$ cat config.mk
export PLATFORM = sky130hd
export DESIGN_NAME = tdm_demux_1x4_flat
export DESIGN_NICKNAME = d
export VERILOG_FILES = /design/src/rtl/tdm_demux_1x4_pkg.sv /design/src/rtl/tdm_demux_1x4_if.sv /design/src/rtl/tdm_demux_1x4_demux_1x2.sv /design/src/rtl/tdm_demux_1x4.sv /design/src/flat_wrapper.sv
export SDC_FILE = /design/constraint.sdc
export NUM_CORES = 1
export LEC_CHECK = 0
export BUFFER_PORTS_ARGS = -buffer_cell sky130_fd_sc_hd__buf_2
export CAP_MARGIN = 20
export CORE_MARGIN = 5
export CORE_UTILIZATION = 40
export DETAILED_ROUTE_END_ITERATION = 16
export GPL_TIMING_DRIVEN = 0
export PLACE_DENSITY = 0.65
export SETUP_SLACK_MARGIN = 0.05
export SYNTH_ARGS = -nofsm -noshare
export SYNTH_HDL_FRONTEND = slang
export SYNTH_SLANG_ARGS = --single-unit
$ cat constraint.sdc
create_clock -name clk -period 2.6 [get_ports clk]
set_input_delay 0.13 -clock clk [delete_from_list [all_inputs] [get_ports clk]]
set_output_delay 0.13 -clock clk [all_outputs]
set_load 0.005 [all_outputs]
$ cat src/rtl/tdm_demux_1x4_pkg.sv
// rtl/tdm_demux_1x4_pkg.sv - shared constants, state type and lane helper for the TDM link
package tdm_pkg;

   localparam int NCH    = 4;
   localparam int SLOT_W = 2;

   typedef enum logic {HUNT, COLLECT} state_t;

   // Lane k of a packed NCH*w bus starts at bit k*w; the transmit mux uses the same packing.
   function automatic int lane_lo(input int k, input int w);
      return k * w;
   endfunction

endpackage

$ cat src/rtl/tdm_demux_1x4_if.sv
// rtl/tdm_demux_1x4_if.sv - serial slot input and demultiplexed lane/frame outputs
interface tdm_demux_1x4_if #(parameter int W = 1);
   import tdm_pkg::*;

   logic [W-1:0]        din;
   logic                din_valid;
   logic                sof;
   logic [SLOT_W-1:0]   slot;
   logic [NCH*W-1:0]    ch_data;
   logic [NCH-1:0]      ch_stb;
   logic [NCH*W-1:0]    frame_data;
   logic                frame_valid;
   logic                frame_err;

   modport master (
      output din, din_valid, sof,
      input  slot, ch_data, ch_stb, frame_data, frame_valid, frame_err
   );

   modport slave (
      input  din, din_valid, sof,
      output slot, ch_data, ch_stb, frame_data, frame_valid, frame_err
   );

endinterface

$ cat src/rtl/tdm_demux_1x4_demux_1x2.sv
// rtl/tdm_demux_1x4_demux_1x2.sv - combinational 1:2 enable demux, leaf of the lane-enable tree
module demux_1x2 (
   input  logic       in,
   input  logic       sel,
   output logic [1:0] y
);

   assign y[0] = in & ~sel;
   assign y[1] = in &  sel;

endmodule

$ cat src/rtl/tdm_demux_1x4.sv
// rtl/tdm_demux_1x4.sv - splits a 4-slot TDM stream into registered lanes and frame snapshots
module tdm_demux_1x4
   import tdm_pkg::*;
#(
   parameter int W = 1
) (
   input  logic             clk,
   input  logic             rst,
   tdm_demux_1x4_if.slave   bus
);

   state_t              state, state_nx;
   logic [SLOT_W-1:0]   slot_q, slot_nx, wr_slot;
   logic                accept, err, done;
   logic [1:0]          root_y;
   logic [NCH-1:0]      we;

   logic [NCH*W-1:0]    ch_data_q, frame_data_q;
   logic [NCH-1:0]      ch_stb_q;
   logic                frame_valid_q, frame_err_q;

   always_ff @(posedge clk or posedge rst) begin
      if (rst) begin
         state  <= HUNT;
         slot_q <= '0;
      end else begin
         state  <= state_nx;
         slot_q <= slot_nx;
      end
   end

   always_comb begin
      state_nx = state;
      if (bus.din_valid) begin
         if (state == HUNT && bus.sof)
            state_nx = COLLECT;
         else if (state == COLLECT && !bus.sof && slot_q == '0)
            state_nx = HUNT;
      end
   end

   // In COLLECT a mid-frame beat is always taken (sof restarts at slot 0); at slot 0 only sof is taken.
   always_comb begin
      accept  = 1'b0;
      err     = 1'b0;
      wr_slot = bus.sof ? '0 : slot_q;
      if (bus.din_valid) begin
         if (state == HUNT) begin
            accept = bus.sof;
         end else begin
            accept = (slot_q != '0) || bus.sof;
            err    = (slot_q != '0) ? bus.sof : !bus.sof;
         end
      end
      done    = accept && (wr_slot == 2'd3);
      slot_nx = accept ? wr_slot + 2'd1 : slot_q;
   end

   demux_1x2 u_root  (.in(accept),    .sel(wr_slot[1]), .y(root_y));
   demux_1x2 u_leaf0 (.in(root_y[0]), .sel(wr_slot[0]), .y(we[1:0]));
   demux_1x2 u_leaf1 (.in(root_y[1]), .sel(wr_slot[0]), .y(we[3:2]));

   always_ff @(posedge clk or posedge rst) begin
      if (rst) begin
         ch_data_q     <= '0;
         ch_stb_q      <= '0;
         frame_data_q  <= '0;
         frame_valid_q <= 1'b0;
         frame_err_q   <= 1'b0;
      end else begin
         for (int k = 0; k < NCH; k++) begin
            if (we[k])
               ch_data_q[lane_lo(k, W) +: W] <= bus.din;
         end
         ch_stb_q      <= we;
         frame_valid_q <= done;
         frame_err_q   <= err;
         // Lanes 0..2 of this frame are already registered when the slot-3 beat arrives.
         if (done)
            frame_data_q <= {bus.din, ch_data_q[lane_lo(NCH-1, W)-1:0]};
      end
   end

   assign bus.slot        = slot_q;
   assign bus.ch_data     = ch_data_q;
   assign bus.ch_stb      = ch_stb_q;
   assign bus.frame_data  = frame_data_q;
   assign bus.frame_valid = frame_valid_q;
   assign bus.frame_err   = frame_err_q;

endmodule

$ cat src/flat_wrapper.sv
// flat-port wrapper written by rule: the top's interface ports become plain ports
module tdm_demux_1x4_flat import tdm_pkg::*;
#(
   parameter int W = 1
)
  (clk, rst, bus_din, bus_din_valid, bus_sof, bus_slot, bus_ch_data, bus_ch_stb, bus_frame_data, bus_frame_valid, bus_frame_err);
  tdm_demux_1x4_if #(.W(W)) bus_i ();
  input  logic clk;
  input  logic rst;
  input wire logic [$bits(bus_i.din)-1:0] bus_din;
  input wire logic [$bits(bus_i.din_valid)-1:0] bus_din_valid;
  input wire logic [$bits(bus_i.sof)-1:0] bus_sof;
  output wire logic [$bits(bus_i.slot)-1:0] bus_slot;
  output wire logic [$bits(bus_i.ch_data)-1:0] bus_ch_data;
  output wire logic [$bits(bus_i.ch_stb)-1:0] bus_ch_stb;
  output wire logic [$bits(bus_i.frame_data)-1:0] bus_frame_data;
  output wire logic [$bits(bus_i.frame_valid)-1:0] bus_frame_valid;
  output wire logic [$bits(bus_i.frame_err)-1:0] bus_frame_err;
  assign bus_i.din = bus_din;
  assign bus_i.din_valid = bus_din_valid;
  assign bus_i.sof = bus_sof;
  assign bus_slot = bus_i.slot;
  assign bus_ch_data = bus_i.ch_data;
  assign bus_ch_stb = bus_i.ch_stb;
  assign bus_frame_data = bus_i.frame_data;
  assign bus_frame_valid = bus_i.frame_valid;
  assign bus_frame_err = bus_i.frame_err;
  tdm_demux_1x4 #(.W(W)) u_core (.clk(clk), .rst(rst), .bus(bus_i));
endmodule
==> run_results.csv, run 1 <==
group,metric,value,unit
status,status,"completed",
clock_network,htreeDepth,1,
critical_path,crit_slowest_cell,"dfrtp_1",
synth,netlist_instances,52,
timing,slew_violations,0,
clock_network,cts_buffers,3,
critical_path,cp_max_fo,7,
min_path,hold_class,"in2reg",
synth,synthesis.nets,59,
route,vias_per_cell,4.75,
clock_network,clock_sinks,17,
layout,synthToLayoutAreaGrowth,22.8,%
clock_network,insertion_delay,0.28,ns
route,wl_per_cell,11.9,µm
placement,numPortBuffers,20,
timing,worst_pin_slew,0.607,ns
timing,finClkSkew,0.00504,ns
grt,grt_pass1_wl,1960,µm
synth,synth_seq_cells,17,
route,drt-pass1-iter-count,3,
critical_path,required,2.77,ns
grt,grt_max_degree,18,
route,wirelength,1210,µm
layout,multiInputGateArea,295,µm²
critical_path,critPathMaxStageDelay,0.48,ns
clock_network,clk_pin_slew,0.09,ns
layout,antenna_cells,0,
clock_network,clockBufferDepth,2,
power_and_ir_drop,p_leak,0.000484,µW
grt,grt_pass1_vias,430,
clock_network,postCtsSetupRepairBufs,0,
clock_network,cts_tree,"done",
layout,layout_common_cells,"20 x buf_2, 17 x dfrtp_1, 6 x mux2_2",
synth,ys_seq_area_share,57.8,%
layout,final_core_util,51.8,%
floorplan,io_pins,21,
critical_path,end_kind,"flip-flop",
critical_path,crit_chain,"nor2_1 -> ha_1 -> and4bb_4 -> and3_4 -> mux2_4",
synth,synth_area,736,µm²
synth,synth.distinct_cells,19,
timing,period_minus_slack,1.78,ns
timing,fmax,562,MHz
grt,grt_use_total,9.76,%
grt,antenna_found_initial,0,
route,drt_iter0_drc,4,
floorplan,core-area,1750,µm²
critical_path,start_kind,"flip-flop",
timing,setup_viol,0,
critical_path,cp.arrival,1.94,ns
timing,min_period_over_period,68.4,%
critical_path,critPathKind,"reg2reg",
route,drc,0,
timing,setup_tns,0,ns
critical_path,cp.buffers_inverters,0,
placement,gp_congestion,0.805,
route,vias,484,
flow_run,maxCapViolCount,0,
synth,yosysWarnings,0,
clock_network,root_buffer,"clkbuf_4",
floorplan,rows,15,
power_and_ir_drop,ir_drop,0.000479,V
grt,overflow,0,
floorplan,start_util,42.2,%
placement,dp_hpwl,913,µm
layout,layout_commonest_cell,"buf_2",
timing,whs,0.123,ns
timing,relSlewSlack,59.5,%
layout,fillCellCount,161,
power_and_ir_drop,powerDensity,966,nW/µm²
floorplan,die_y,52.9,µm
synth,syn_area_per_cell,14.1,µm²
critical_path,cp_top_family,"simple AND/OR/NAND/NOR gates",
layout,seq_area,425,µm²
floorplan,die_area,2800,µm²
layout,drive_gt1_share,48.1,%
route,ant_nets,0,
timing,hold_viol_final,0,
floorplan,die_w,52.9,µm
timing,rsz0062_at_grt,"no",
layout,final_nets,85,
per-layer routing:
metal | global-route usage (%) | share of wire [%] | up-vias
met2 | 13.8 | 44 | 14
met3 | 3.38 | 8.4 | 2
met1 | 12.9 | 46 | 231
met5 | 0 | 0 | -
met4 | 5.11 | 0.99 | 0
li1 | - | - | 237
cell families (layout without fill, tap and decap cells):
kind of cell               after synthesis  in the layout  share of synthesized area (%)
AOI/OAI and AO/OA                        8              8                           8.67
and+or+nand+nor                         12             12                           12.8
muxes                                    9              9                           15.3
adders and majority gates                2              2                           3.40
DFF                                     17             17                           57.8
buffers and inverters                    4             29                           2.04
state kept, by name (all words and copies together), names as in the netlist:
| signal | count |
|---|---|
| u_core.bus.ch_data | 4 |
| u_core.bus.ch_stb | 4 |
| u_core.bus.frame_data | 4 |
| u_core.bus.frame_err | 1 |
| u_core.bus.frame_valid | 1 |
| u_core.bus.slot | 2 |
| u_core.state | 1 |
report_power, final:
part	switching, µW	internal [µW]	total (µW)
sequential	82.2	359	442
clock	73.3	59.4	133
combinational	113	185	299
what timing repair did:
item / in CTS / in global routing
hold buffers: 1 / 0
gates resized for setup: 0 / 0
endpoints found under the hold margin: 17 / 0
synth_stat cells (all sizes together):
library cell	n	area share, %
nor2	2	1.0
and3	2	3.1
nor2b	1	0.85
a22o	2	2.4
and4bb	1	2.2
o21ai	2	1.4
nand3b	1	1.5
and2b	2	2.0
nor3b	1	1.0
o211a	1	1.4
inv	4	2.0
mux2	9	15
a22oi	1	1.0
nand2	2	1.0
a21boi	1	1.5
dfrtp	17	58
ha	2	3.4
o21a	1	1.0
worst paths after layout:
path                                                from                       end  slack (ns)  depth (start not counted)
worst max-delay path                  u_core.bus.slot[0]     u_core.bus.ch_data[2]        0.82                          5
worst min-delay path                       bus_din_valid      u_core.bus.frame_err        0.12                          3
worst max register to register        u_core.bus.slot[0]     u_core.bus.ch_data[2]        0.82                          5
worst min register to register  u_core.bus.frame_data[0]  u_core.bus.frame_data[0]        0.51                          1
max in group asynchronous                            rst  u_core.bus.frame_data[0]        1.75                          3
min in group asynchronous                            rst     u_core.bus.ch_data[3]        0.46                          3
per-stage QoR:
step	setup slack, ns	instance area (µm²)	cells	power (µW)
floorplan	0.937	736	52	621
global placement	0.861	867	97	742
detailed placement	0.834	867	97	752
CTS	0.815	903	102	888
global route	0.675	903	102	946
finish	0.822	903	102	873
worst register-to-register path, stage by stage, from the launching register on:
cell,delay (ns)
dfrtp_1,0.48
nor2_1,0.09
ha_1,0.24
and4bb_4,0.37
and3_4,0.19
mux2_4,0.29
cell type report:
type	instances	area share, %
Timing Repair Buffer	21	12.2
Multi-Input combinational cell	31	32.7
Tap cell	25	3.46
Inverter	4	1.66
Sequential cell	17	47.1
Clock buffer	4	2.91
(Power assumes the default switching activity.)
==> inputs of run 2 (changes only) <==
Settings changed: PLACE_DENSITY 0.65 to 0.68.
Clock period 2.6 ns to 1.6 ns, I/O delays scaled along.
==> run_results.csv, run 2 (synthesis gave the netlist of run 1 again) <==
group,metric,value,unit
status,status,"completed",
critical_path,r2r-start,"u_core.bus.slot[0]",
placement,place_inst,97,
critical_path,reg2reg_to,"u_core.bus.ch_data[3]",
clock_network,cts_buffers,3,
critical_path,critPathKind,"reg2reg",
layout,antenna_cells,0,
timing,min_period_over_period,95.1,%
placement,numPortBuffers,20,
floorplan,core-area,1750,µm²
critical_path,start_kind,"flip-flop",
route,drt_iter0_drc,8,
timing,setup_tns,0,ns
clock_network,clock_sinks,17,
grt,grt_pass1_wl,2130,µm
grt,antenna_found_initial,0,
grt,grt_pass1_vias,496,
min_path,worstHoldStart,"bus_din_valid",
grt,grt_max_degree,18,
route,wirelength,1310,µm
power_and_ir_drop,p_leak,0.000506,µW
critical_path,required,1.77,ns
timing,rsz0062_at_grt,"yes",
clock_network,clk_pin_slew,0.09,ns
clock_network,clockBufferDepth,2,
clock_network,cts_tree,"done",
floorplan,die_area,2800,µm²
clock_network,root_buffer,"clkbuf_4",
placement,dp_hpwl,935,µm
layout,layout_common_cells,"20 x buf_2, 15 x dfrtp_1, 6 x mux2_2",
critical_path,cp.arrival,1.69,ns
floorplan,die_w,52.9,µm
timing,fmax,657,MHz
layout,final_nets,90,
flow_run,maxCapViolCount,0,
power_and_ir_drop,ir_drop,0.000903,V
route,drt-pass1-iter-count,2,
floorplan,rows,15,
critical_path,end_kind,"flip-flop",
critical_path,cp_max_fo,3,
route,drc,0,
timing,period_minus_slack,1.52,ns
grt,overflow,0,
grt,grt_use_total,10.6,%
layout,layout_commonest_cell,"buf_2",
timing,hold_viol_final,0,
clock_network,htreeDepth,1,
route,vias,497,
critical_path,rr_worst_depth,5,
route,vias_per_cell,4.64,
min_path,min_path_cells,3,
timing,setup_viol,0,
clock_network,insertion_delay,0.28,ns
min_path,hold_class,"in2reg",
timing,worst_slack,0.0781,ns
min_path,hold_end,"u_core.bus.frame_err",
layout,synthToLayoutAreaGrowth,32.7,%
layout,drive_gt1_share,58.5,%
timing,relSlewSlack,59.0,%
route,ant_nets,0,
floorplan,io_pins,21,
timing,worst_pin_slew,0.614,ns
timing,finClkSkew,0.00223,ns
placement,place_ws,-0.0514,ns
floorplan,die_y,52.9,µm
route,wl_per_cell,12.2,µm
timing,slew_violations,0,
layout,stdcell_count,107,
power_and_ir_drop,powerDensity,1590,nW/µm²
floorplan,start_util,42.2,%
critical_path,rrSetupSlack,0.08,ns
placement,gp_congestion,0.789,
## run 2: through the flow
| step | area [µm²] | hold slack [ns] | power, µW | util, % |
|---|---|---|---|---|
| 5_1_grt | 976 | 0.0691 | 1670 | 55.9 |
| 4_1_cts | 950 | 0.0525 | 1530 | 54.4 |
| 6_report | 976 | 0.0677 | 1550 | 55.9 |
| 3_5_place_dp | 875 | 0.191 | 1240 | 50.1 |
| 3_3_place_gp | 875 | 0.185 | 1220 | 50.1 |
| 2_1_floorplan | 743 | 0.00593 | 1020 | - |
## run 2: cell type report
type                    count  area (µm²)
fillers                   154         769
flip-flops and latches     17         428
multi-input cells          31         323
repair buffers             26         151
well taps                  25        31.3
clock buffers               3        22.5
inverters                   4        15.0
clock inverters             1        5.00
## run 2: power by group
group / internal, µW / switching [µW]
registers: 589 / 118
logic: 376 / 248
clock network: 92.7 / 125
## run 2: layer usage
layer  vias to the layer above  GRT usage, %  share of wire (%)
met5                         -             0                  0
met4                         0          5.11                  0
met3                         0          3.66                7.3
met2                        14          16.3                 44
met1                       236          13.3                 48
li1                        247             -                  -
## run 2: timing repair
action                                  4_1_cts  5_1_grt
pin swaps                                     5        2
endpoints found under the hold margin        17        0
gates resized for setup                       1        3
setup buffers                                 4        1
hold buffers                                  1        0
endpoints found under the setup margin        7        6
## run 2: how the worst max path moves through the flow
| stage | from | end | slack, ns |
|---|---|---|---|
| 2_1_floorplan | u_core.bus.slot[0] | u_core.bus.ch_data[3] | 0.04 |
| 3_3_place_gp | u_core.bus.slot[0] | u_core.bus.frame_data[0] | -0.02 |
| 3_5_place_dp | u_core.bus.slot[0] | u_core.bus.frame_data[2] | -0.05 |
| 4_1_cts | u_core.bus.slot[1] | u_core.bus.ch_data[3] | 0.04 |
| 5_1_grt | u_core.bus.slot[0] | u_core.bus.frame_data[2] | 0.03 |
| 6_report | u_core.bus.slot[0] | u_core.bus.ch_data[3] | 0.08 |
## run 2: worst max-delay path, cell delays in order, from the launching register on
cell	delay [ns]
dfrtp_2	0.42
nor2_4	0.05
ha_4	0.16
and4bb_4	0.31
and3_4	0.19
mux2_4	0.29
==> inputs of run 3 (changes only) <==
Settings changed: BUFFER_PORTS_ARGS -buffer_cell sky130_fd_sc_hd__buf_2 to unset, DONT_BUFFER_PORTS set to 1, PLACE_DENSITY 0.68 to 0.57.
==> run_results.csv, run 3 (synthesis gave the netlist of run 1 again) <==
group,metric,value,unit
clock_network,insertion_delay,0.29,ns
timing,relSlewSlack,58.7,%
power_and_ir_drop,p_leak,0.000428,µW
clock_network,htreeDepth,1,
floorplan,die_y,52.9,µm
status,violations,"setup timing",
grt,grt_use_total,10.5,%
timing,setup_viol,2,
power_and_ir_drop,ir_drop,0.000736,V
placement,gp_congestion,0.671,
placement,place_inst,77,
critical_path,start_kind,"flip-flop",
layout,layout_common_cells,"15 x dfrtp_1, 7 x mux2_4, 4 x inv_1, 4 x dlygate4sd3_1",
timing,hold_viol_final,0,
floorplan,start_util,42.2,%
grt,grt_pass1_wl,2120,µm
timing,setup_tns,-0.0557,ns
critical_path,rrSetupSlack,-0.03,ns
clock_network,clk_pin_slew,0.11,ns
critical_path,end_kind,"flip-flop",
clock_network,clockBufferDepth,2,
route,wl_per_cell,15.0,µm
grt,antenna_found_initial,0,
critical_path,cp_max_fo,8,
layout,final_core_util,51.7,%
floorplan,core-area,1750,µm²
min_path,hold_class,"in2reg",
placement,dp_hpwl,864,µm
route,wirelength,1320,µm
critical_path,crit_chain,"nor2_4 -> ha_4 -> and4bb_4 -> and3_4 -> mux2_4",
layout,layout_commonest_cell,"dfrtp_1",
power_and_ir_drop,powerDensity,1580,nW/µm²
timing,min_period_over_period,102,%
route,drt-pass1-iter-count,4,
status,status,"complete, but fails checks",
critical_path,required,1.79,ns
clock_network,clock_sinks,17,
clock_network,cts_tree,"done",
route,vias_per_cell,4.93,
layout,stdcell_count,88,
route,vias,434,
placement,numPortBuffers,0,
timing,rsz0062_at_grt,"yes",
floorplan,rows,15,
timing,fmax,614,MHz
critical_path,cp.arrival,1.82,ns
layout,fillCellCount,153,
timing,slew_violations,0,
clock_network,root_buffer,"clkbuf_4",
critical_path,critPathMaxStageDelay,0.48,ns
layout,multiInputGateArea,338,µm²
layout,drive_gt1_share,41.3,%
clock_network,cts_buffers,3,
critical_path,critPathKind,"reg2reg",
critical_path,cp.buffers_inverters,0,
route,drc,0,
layout,antenna_cells,0,
critical_path,cp_top_family,"simple AND/OR/NAND/NOR gates",
timing,whs,0.0265,ns
timing,worst_pin_slew,0.619,ns
flow_run,maxCapViolCount,0,
floorplan,die_w,52.9,µm
route,drt_iter0_drc,6,
timing,period_minus_slack,1.63,ns
layout,synthToLayoutAreaGrowth,22.6,%
grt,overflow,0,
timing,finClkSkew,0.00943,ns
critical_path,crit_slowest_cell,"dfrtp_2",
floorplan,io_pins,21,
layout,seq_area,428,µm²
grt,grt_pass1_vias,436,
grt,grt_max_degree,18,
placement,place_ws,-0.0577,ns
route,ant_nets,0,
layout,final_nets,71,
floorplan,die_area,2800,µm²
timing,worst_slack,-0.0294,ns
[run 3: area by class of cell]
cell class	instances	area share, %
Clock buffer	3	2.50
Clock inverter	1	0.555
Inverter	4	1.66
Multi-Input combinational cell	31	37.4
Sequential cell	17	47.4
Tap cell	25	3.47
Timing Repair Buffer	7	6.93
[run 3: worst paths after layout]
kind,from,endpoint,cells after the start
min reg2reg,u_core.bus.ch_data[3],u_core.bus.ch_data[3],1
min in group asynchronous,rst,u_core.bus.ch_data[3],2
max reg2reg,u_core.bus.slot[1],u_core.bus.ch_data[2],5
min,bus_sof,u_core.bus.slot[0],2
max,u_core.bus.slot[1],u_core.bus.ch_data[2],5
max in group asynchronous,rst,u_core.bus.slot[1],2
[run 3: worst reg2reg max path: stages, from the launching register on]
cell	delay, ns
dfrtp_2	0.48
nor2_4	0.07
ha_4	0.17
and4bb_4	0.32
and3_4	0.19
mux2_4	0.29
[run 3: repair_timing]
action                                  CTS  global route
pin swaps                                 5             3
resized for setup                         5             2
endpoints found under the setup margin    7             8
buffers inserted                          1             2
hold endpoints to repair                 26             0
hold buffers                              4             0
[run 3: where the power goes]
group	switching, µW	internal [µW]
clock	138	92.8
sequential	200	591
combinational	132	271
total	470	954
[run 3: per-layer routing]
layer  up-vias  global-route usage (%)  share of wire [%]
li1        208                       -                  -
met1       209                    14.8                 50
met2        15                    14.7                 43
met3         2                    3.66                5.8
met4         0                    3.83               0.91
met5         -                       0                  0
[run 3: per-stage QoR]
step                total power (µW)  cell area (µm²)
floorplan                       1020              743
global placement                1100              774
detailed placement              1110              774
CTS                             1400              872
global route                    1520              902
finish                          1420              902
